File: src/rtl/seq_detect_param.sv
// Serial pattern detector: compares the last PAT_W accepted bits against a
// runtime-loadable pattern, with overlap/non-overlap modes and a saturating match counter.
module seq_detect_param #(
  parameter int unsigned        PAT_W       = 3,
  parameter int unsigned        CNT_W       = 8,
  parameter logic [PAT_W-1:0]   RST_PATTERN = PAT_W'(3'b101),
  parameter logic               RST_OVERLAP = 1'b1
) (
  input  logic             clk,
  input  logic             rst_n,
  input  logic             data_valid,
  input  logic             data_in,
  input  logic             cfg_load,
  input  logic [PAT_W-1:0] cfg_pattern,
  input  logic             cfg_overlap,
  input  logic             clear,
  output logic             sequence_detected,
  output logic [CNT_W-1:0] match_count,
  output logic             count_sat,
  output logic [1:0]       state
);

  localparam int unsigned        FILL_W    = $clog2(PAT_W + 1);
  localparam logic [FILL_W-1:0]  FILL_FULL = FILL_W'(PAT_W);
  localparam logic [CNT_W-1:0]   CNT_MAX   = '1;

  typedef enum logic [1:0] {
    ST_EMPTY   = 2'd0,
    ST_FILLING = 2'd1,
    ST_ARMED   = 2'd2
  } state_e;

  state_e             state_q, state_d;
  logic [PAT_W-1:0]   hist_q, hist_d;
  logic [FILL_W-1:0]  fill_q, fill_d;
  logic [PAT_W-1:0]   pat_q, pat_d;
  logic               ovl_q, ovl_d;
  logic               det_q, det_d;
  logic [CNT_W-1:0]   cnt_q, cnt_d;
  logic               sat_q, sat_d;

  logic [PAT_W-1:0]   hist_shift;
  logic [FILL_W-1:0]  fill_inc;
  logic               match;

  // State and datapath registers
  always_ff @(posedge clk or negedge rst_n) begin
    if (!rst_n) begin
      state_q <= ST_EMPTY;
      hist_q  <= '0;
      fill_q  <= '0;
      pat_q   <= RST_PATTERN;
      ovl_q   <= RST_OVERLAP;
      det_q   <= 1'b0;
      cnt_q   <= '0;
      sat_q   <= 1'b0;
    end else begin
      state_q <= state_d;
      hist_q  <= hist_d;
      fill_q  <= fill_d;
      pat_q   <= pat_d;
      ovl_q   <= ovl_d;
      det_q   <= det_d;
      cnt_q   <= cnt_d;
      sat_q   <= sat_d;
    end
  end

  // Next-state: cfg_load has priority and swallows any bit on the same edge
  always_comb begin
    state_d    = state_q;
    hist_d     = hist_q;
    fill_d     = fill_q;
    pat_d      = pat_q;
    ovl_d      = ovl_q;
    det_d      = 1'b0;
    cnt_d      = cnt_q;
    sat_d      = sat_q;
    match      = 1'b0;
    hist_shift = {hist_q[PAT_W-2:0], data_in};
    fill_inc   = (fill_q == FILL_FULL) ? FILL_FULL : fill_q + FILL_W'(1);

    if (cfg_load) begin
      pat_d   = cfg_pattern;
      ovl_d   = cfg_overlap;
      hist_d  = '0;
      fill_d  = '0;
      state_d = ST_EMPTY;
    end else if (data_valid) begin
      hist_d = hist_shift;
      fill_d = fill_inc;
      match  = (fill_inc == FILL_FULL) && (hist_shift == pat_q);
      case (state_q)
        ST_EMPTY,
        ST_FILLING: state_d = (fill_inc == FILL_FULL) ? ST_ARMED : ST_FILLING;
        ST_ARMED:   state_d = ST_ARMED;
        default:    state_d = ST_EMPTY;
      endcase
      // Non-overlap: stale history stays in place but is ignored until refilled
      if (match && !ovl_q) begin
        fill_d  = '0;
        state_d = ST_EMPTY;
      end
    end

    det_d = match;

    // Clear wins over a coincident match
    if (clear) begin
      cnt_d = '0;
      sat_d = 1'b0;
    end else if (match) begin
      cnt_d = (cnt_q == CNT_MAX) ? cnt_q : cnt_q + CNT_W'(1);
      sat_d = sat_q | (cnt_d == CNT_MAX);
    end
  end

  assign sequence_detected = det_q;
  assign match_count       = cnt_q;
  assign count_sat         = sat_q;
  assign state             = state_q;

endmodule
File: config.mk
export PLATFORM = sky130hd
export DESIGN_NAME = seq_detect_param
export DESIGN_NICKNAME = d
export VERILOG_FILES = /design/src/rtl/seq_detect_param.sv
export SDC_FILE = /design/constraint.sdc
export NUM_CORES = 1
export LEC_CHECK = 0
export CELL_PAD_IN_SITES_DETAIL_PLACEMENT = 0
export CELL_PAD_IN_SITES_GLOBAL_PLACEMENT = 2
export CORE_UTILIZATION = 32
export CTS_BUF_LIST = sky130_fd_sc_hd__clkbuf_8
export DETAILED_ROUTE_END_ITERATION = 8
export PLACE_DENSITY = 0.92
export SLEW_MARGIN = 20
export SYNTH_ARGS = -nofsm -noshare
export SYNTH_HDL_FRONTEND = slang
export SYNTH_SLANG_ARGS = --single-unit
File: constraint.sdc
create_clock -name clk -period 2.4 [get_ports clk]
set_input_delay 0.36 -clock clk [delete_from_list [all_inputs] [get_ports clk]]
set_output_delay 0.36 -clock clk [all_outputs]
set_load 0.01 [all_outputs]
==> results of run 1 <==
cell usage after synthesis, types with 2 or more instances:
library cell,number,share of area
o21ai_0,4,0.018
xnor2_2,2,0.029
dfstp_2,3,0.069
nand3_1,6,0.026
o31ai_1,4,0.026
dfrtp_1,17,0.37
nand2b_1,3,0.016
nor3_1,8,0.035
nand4_1,3,0.016
a31oi_1,2,0.011
or4_1,3,0.020
nand2_1,6,0.020
buf_2,4,0.018
nor2_1,6,0.020
mux2_2,5,0.049
mux2i_1,2,0.018
inv_1,6,0.020
nor4_1,3,0.016
a21oi_1,11,0.048
and4_1,2,0.015
clkbuf_1,2,0.0066
through the flow:
step | total power, mW | hold WS (ps)
floorplan | 0.411 | 64.4
global placement | 0.447 | 499
detailed placement | 0.449 | 511
CTS | 0.782 | 455
global route | 0.807 | 461
finish | 0.771 | 443
flip-flops by register name (all words and copies together) (netlist names):
register / flops
hist_q: 2
ovl_q: 1
state: 2
sequence_detected: 1
count_sat: 1
pat_q: 3
match_count: 8
fill_q: 2
cell type report:
cell class | instances | area share
sequential | 20 | 0.340
multi-input combinational | 85 | 0.383
inverter | 7 | 0.0177
tap | 46 | 0.0388
timing repair buffer | 27 | 0.172
clock buffer | 3 | 0.0278
clock inverter | 1 | 0.0203
power by group through the flow:
stage	Sequential, mW	Clock [mW]	Combinational (mW)
4_1_cts	0.365	0.339	0.0781
5_1_grt	0.367	0.356	0.0846
3_3_place_gp	0.371	0	0.0763
3_5_place_dp	0.372	0	0.0777
6_report	0.365	0.330	0.0762
2_1_floorplan	0.370	0	0.0415
cells in the final DEF, fill, tap and decap left out, drive strengths merged, types with 5 or more instances in the layout:
cell type / Yosys / routed
mux2: 5 / 5
nor2: 6 / 6
a21oi: 11 / 11
clkdlybuf4s50: 0 / 21
inv: 7 / 7
dfrtp: 17 / 17
buf: 6 / 6
nand2: 6 / 6
nor3: 8 / 8
nand3: 6 / 6
metal layers:
metal / wire (um) / global-route usage / share of wire
met1: 1250 / 0.211 / 0.47
met2: 1280 / 0.280 / 0.48
met3: 106 / 0.0311 / 0.040
met4: 14 / 0.0476 / 0.0053
met5: 0 / 0 / 0
cell families (layout without fill, tap and decap cells):
kind of cell               count (synthesis)  in the layout  synth area share
and+or+nand+nor                           47             47             0.235
AOI/OAI and AO/OA                         27             27             0.149
DFF                                       20             20             0.442
buffers and inverters                     15             38            0.0603
muxes                                      7              7            0.0669
xor gates and xnor gates                   3              3            0.0362
adders and majority gates                  1              1            0.0110
path summary, 6_finish.rpt:
| path | from | to | slack (ps) | cells past startpoint |
|---|---|---|---|---|
| worst min-delay path | rst_n | state[0] | 440 | 2 |
| worst min register to register | count_sat | count_sat | 530 | 2 |
| worst max-delay path | data_in | match_count[3] | 500 | 5 |
| min in group clk | count_sat | count_sat | 530 | 2 |
| worst max register to register | match_count[1] | match_count[3] | 540 | 6 |
| max in group asynchronous | rst_n | pat_q[2] | 1680 | 2 |
worst max-delay path, stage by stage:
cell and delay, ps:
clkdlybuf4s50_1 440, xnor2_1 270, nand4_2 290, or4_1 570, a21oi_1 150
==> results.toml, run 1 <==
[detailed_routing]
first_pass_iters = 4
antenna_left = 0
avgRoutedWirePerCell_um = 14.0
drc = 0
vias = 996
detail_route.vias_per_cell = 5.27
routed_wl_um = 2650
first_iter_violations = 52

[min_path]
hp-class = "primary input to async pin"

[cts]
ctsHoldBuffers = 0
cts_setup_buffers = 0
cts_inserted_buffers = 3
postCtsResizedCells = 0
clk_pin_slew_worst_paths_ps = 80
insertion_delay_ps = 250
clock_sinks = 20
clock-root-buffer = "clkbuf_8"
cts_tree = "built"
cts_buffer_depth = 2
cts.htree.levels = 1

[finish]
final_area_um2 = 1480
fillers = 352
syn2layout_area_growth_pct = 29.9
finalNonFillerCells = 189
fin_nets = 155
diodes = 0
seq_area_um2 = 504
drive_gt1_frac = 0.154
utilization = 0.441
multi_input_area_um2 = 568

[die]
die_h_um = 61.7
die_x_um = 61.7
fp.coreArea_um2 = 3360
dieArea_um2 = 3810
io_pins = 22
floorplan.initialDensity = 0.339
fp-row-count = 21

[synth]
syn_area_per_cell_um2 = 9.51
ys_types = 39
synth_area_um2 = 1140
synthFlopType = "dfrtp_1"
synth_nets = 131
synth-seq-cells = 20
synth_cells = 120
synth-edff-count = 0
seq_area_frac_synth = 0.442
ys_warn_count = 0
async_reset_ff_frac = 1.00

[placed_design]
pre_cts_ws_ps = 248
globalplace.congestion = 0.816
place_area_um2 = 1410
port_buffers = 21
dp.cells = 185
hpwl_um = 1920

[power]
cellLeakagePower_nw = 0.575
power_frac_comb = 0.099
vdd_drop_max_mv = 0.221
p_sw_uw = 154
power.density_nw_per_um2 = 520
intPower_uw = 618
switching_share = 0.199
p_seq_frac = 0.473
p_clk_frac = 0.428

[worst_setup_path]
endpoint_kind = "flop"
cp_data_arrival_time_ps = 2070
crit_required_ps = 2570
critical_path.max_fanout = 10
startpoint_type = "primary input"
crit_type = "primary input to flop"

[timing]
hold_violations = 0
slew_headroom = 0.748
period_minus_slack_ps = 1900
setup_ws_ps = 498
final.setup_skew_ps = 7.42
worst_pin_slew_ps = 376
fin_crit_sh = 0.793
rsz0062_at_grt = "no"
fmaxAchievable_mhz = 526
maxSlewViolCount = 0
setup_violations = 0
fin_setup_tns_ps = 0

[global_routing]
grt_overflow = 0
grtUsageTotal = 0.164
antenna_found_initial = 0
grt_pass1_wl_um = 4570
grt_max_degree = 21
grt_pass1_vias = 969

[run_status]
status = "finished, final reports clean"

[flow_run]
drv_cap = 0
Note: power is estimated with default switching activity, not from simulation.
==> run 2: changes to the inputs <==
Clock period 2.4 ns to 1.8 ns, I/O delays scaled along.
==> results.toml, run 2 (synthesis results as in run 1) <==
[worst_setup_path]
cp_data_arrival_time_ps = 1850
critical_path.max_fanout = 7
crit_required_ps = 1990
startpoint_type = "flop"
endpoint_kind = "flop"
crit_type = "flop to flop"
rr_worst_depth = 4

[detailed_routing]
drc = 0
routed_wl_um = 2760
vias = 1051
first_pass_iters = 4
avgRoutedWirePerCell_um = 13.6
first_iter_violations = 30
antenna_left = 0
detail_route.vias_per_cell = 5.18

[placed_design]
globalplace.congestion = 0.767
hpwl_um = 2070
port_buffers = 21
dp.cells = 199

[cts]
cts_buffer_depth = 2
clock-root-buffer = "clkbuf_8"
insertion_delay_ps = 260
postCtsResizedCells = 0
cts_inserted_buffers = 3
cts_tree = "built"
cts_setup_buffers = 0
clock_sinks = 20
cts.htree.levels = 1
clk_pin_slew_worst_paths_ps = 80
ctsHoldBuffers = 0

[power]
p_seq_frac = 0.466
cellLeakagePower_nw = 0.646
power_frac_comb = 0.106
switching_share = 0.204
power.density_nw_per_um2 = 649
p_sw_uw = 213
vdd_drop_max_mv = 0.282
power_mw = 1.04
intPower_uw = 830
p_clk_frac = 0.428

[finish]
mostFrequentLayoutCells = "clkdlybuf4s50_1 (21), buf_4 (20), dfrtp_1 (17)"
utilization = 0.477
fin_nets = 169
finalNonFillerCells = 203
largest_register_ffs = 8
diodes = 0
drive_gt1_frac = 0.255
final_common_cell = "clkdlybuf4s50_1"
syn2layout_area_growth_pct = 40.7

[die]
dieArea_um2 = 3810
fp.coreArea_um2 = 3360
floorplan.initialDensity = 0.339
fp-row-count = 21
io_pins = 22
die_h_um = 61.7
die_x_um = 61.7

[global_routing]
grt_pass1_vias = 1016
antenna_found_initial = 0
grt_overflow = 0
grtUsageTotal = 0.161
grt_pass1_wl_um = 4420
grt_max_degree = 21

[timing]
fmaxAchievable_mhz = 600
final.setup_skew_ps = 1.48
fin_crit_sh = 0.925
period_minus_slack_ps = 1670
maxSlewViolCount = 0
hold_violations = 0
worst_pin_slew_ps = 307
rsz0062_at_grt = "no"
setup_violations = 0
slew_headroom = 0.793

[min_path]
hp-class = "primary input to async pin"

[flow_run]
drv_cap = 0

[run_status]
status = "finished, final reports clean"
-- run 2: cell types whose count changed in the layout (fill, tap and decap cells not counted) --
cell and change:
nor2_1 -1, nor4_2 +1, ha_1 -1, a311oi_2 +1, ha_2 +1, nor2_2 +1
nor4_1 -1, buf_4 +14, a311oi_1 -1
-- run 2: area by class of cell --
type,instances,area [um2]
clock buffers,3,41.3
clock inverters,1,30.0
fillers,336,1760
inverters,7,26.3
multi-input cells,85,586
flip-flops and latches,20,504
well taps,46,57.6
repair buffers,41,360
-- run 2: final timing paths --
path / slack [ps] / from / end
max: 130 / pat_q[0] / match_count[3]
min: 350 / rst_n / hist_q[0]
max reg2reg: 130 / pat_q[0] / match_count[3]
min reg2reg: 510 / count_sat / count_sat
max in group asynchronous: 1180 / rst_n / ovl_q
min in group clk: 510 / count_sat / count_sat
-- run 2: power groups by stage --
stage / Clock (mW) / Sequential [mW] / Combinational, mW
CTS: 0.452 / 0.486 / 0.112
global route: 0.469 / 0.487 / 0.120
global placement: 0 / 0.494 / 0.109
finish: 0.447 / 0.486 / 0.110
floorplan: 0 / 0.493 / 0.0553
detailed placement: 0 / 0.495 / 0.111
-- run 2: critical path, stage by stage (launching register included) --
cell and delay [ps]:
dfstp_2 540, xnor2_1 150, nand4_2 220, or4_1 540, a21oi_1 140
-- run 2: routing by layer --
metal | global-route usage | part of all wire | vias to the layer above
met2 | 0.269 | 0.47 | 27
met5 | 0 | 0 | -
met1 | 0.198 | 0.47 | 499
met4 | 0.0730 | 0.016 | 0
met3 | 0.0373 | 0.046 | 6
li1 | - | - | 519
-- run 2: stage by stage --
stage | hold slack (ps) | cell area, um2 | worst slack (ps) | setup TNS, ps
2_1_floorplan | -25.6 | 1140 | 83.0 | 0
3_3_place_gp | 493 | 1520 | -88.1 | -247
3_5_place_dp | 494 | 1520 | -136 | -420
4_1_cts | 365 | 1590 | 80.6 | 0
5_1_grt | 379 | 1610 | 10.3 | 0
6_report | 352 | 1610 | 134 | 0
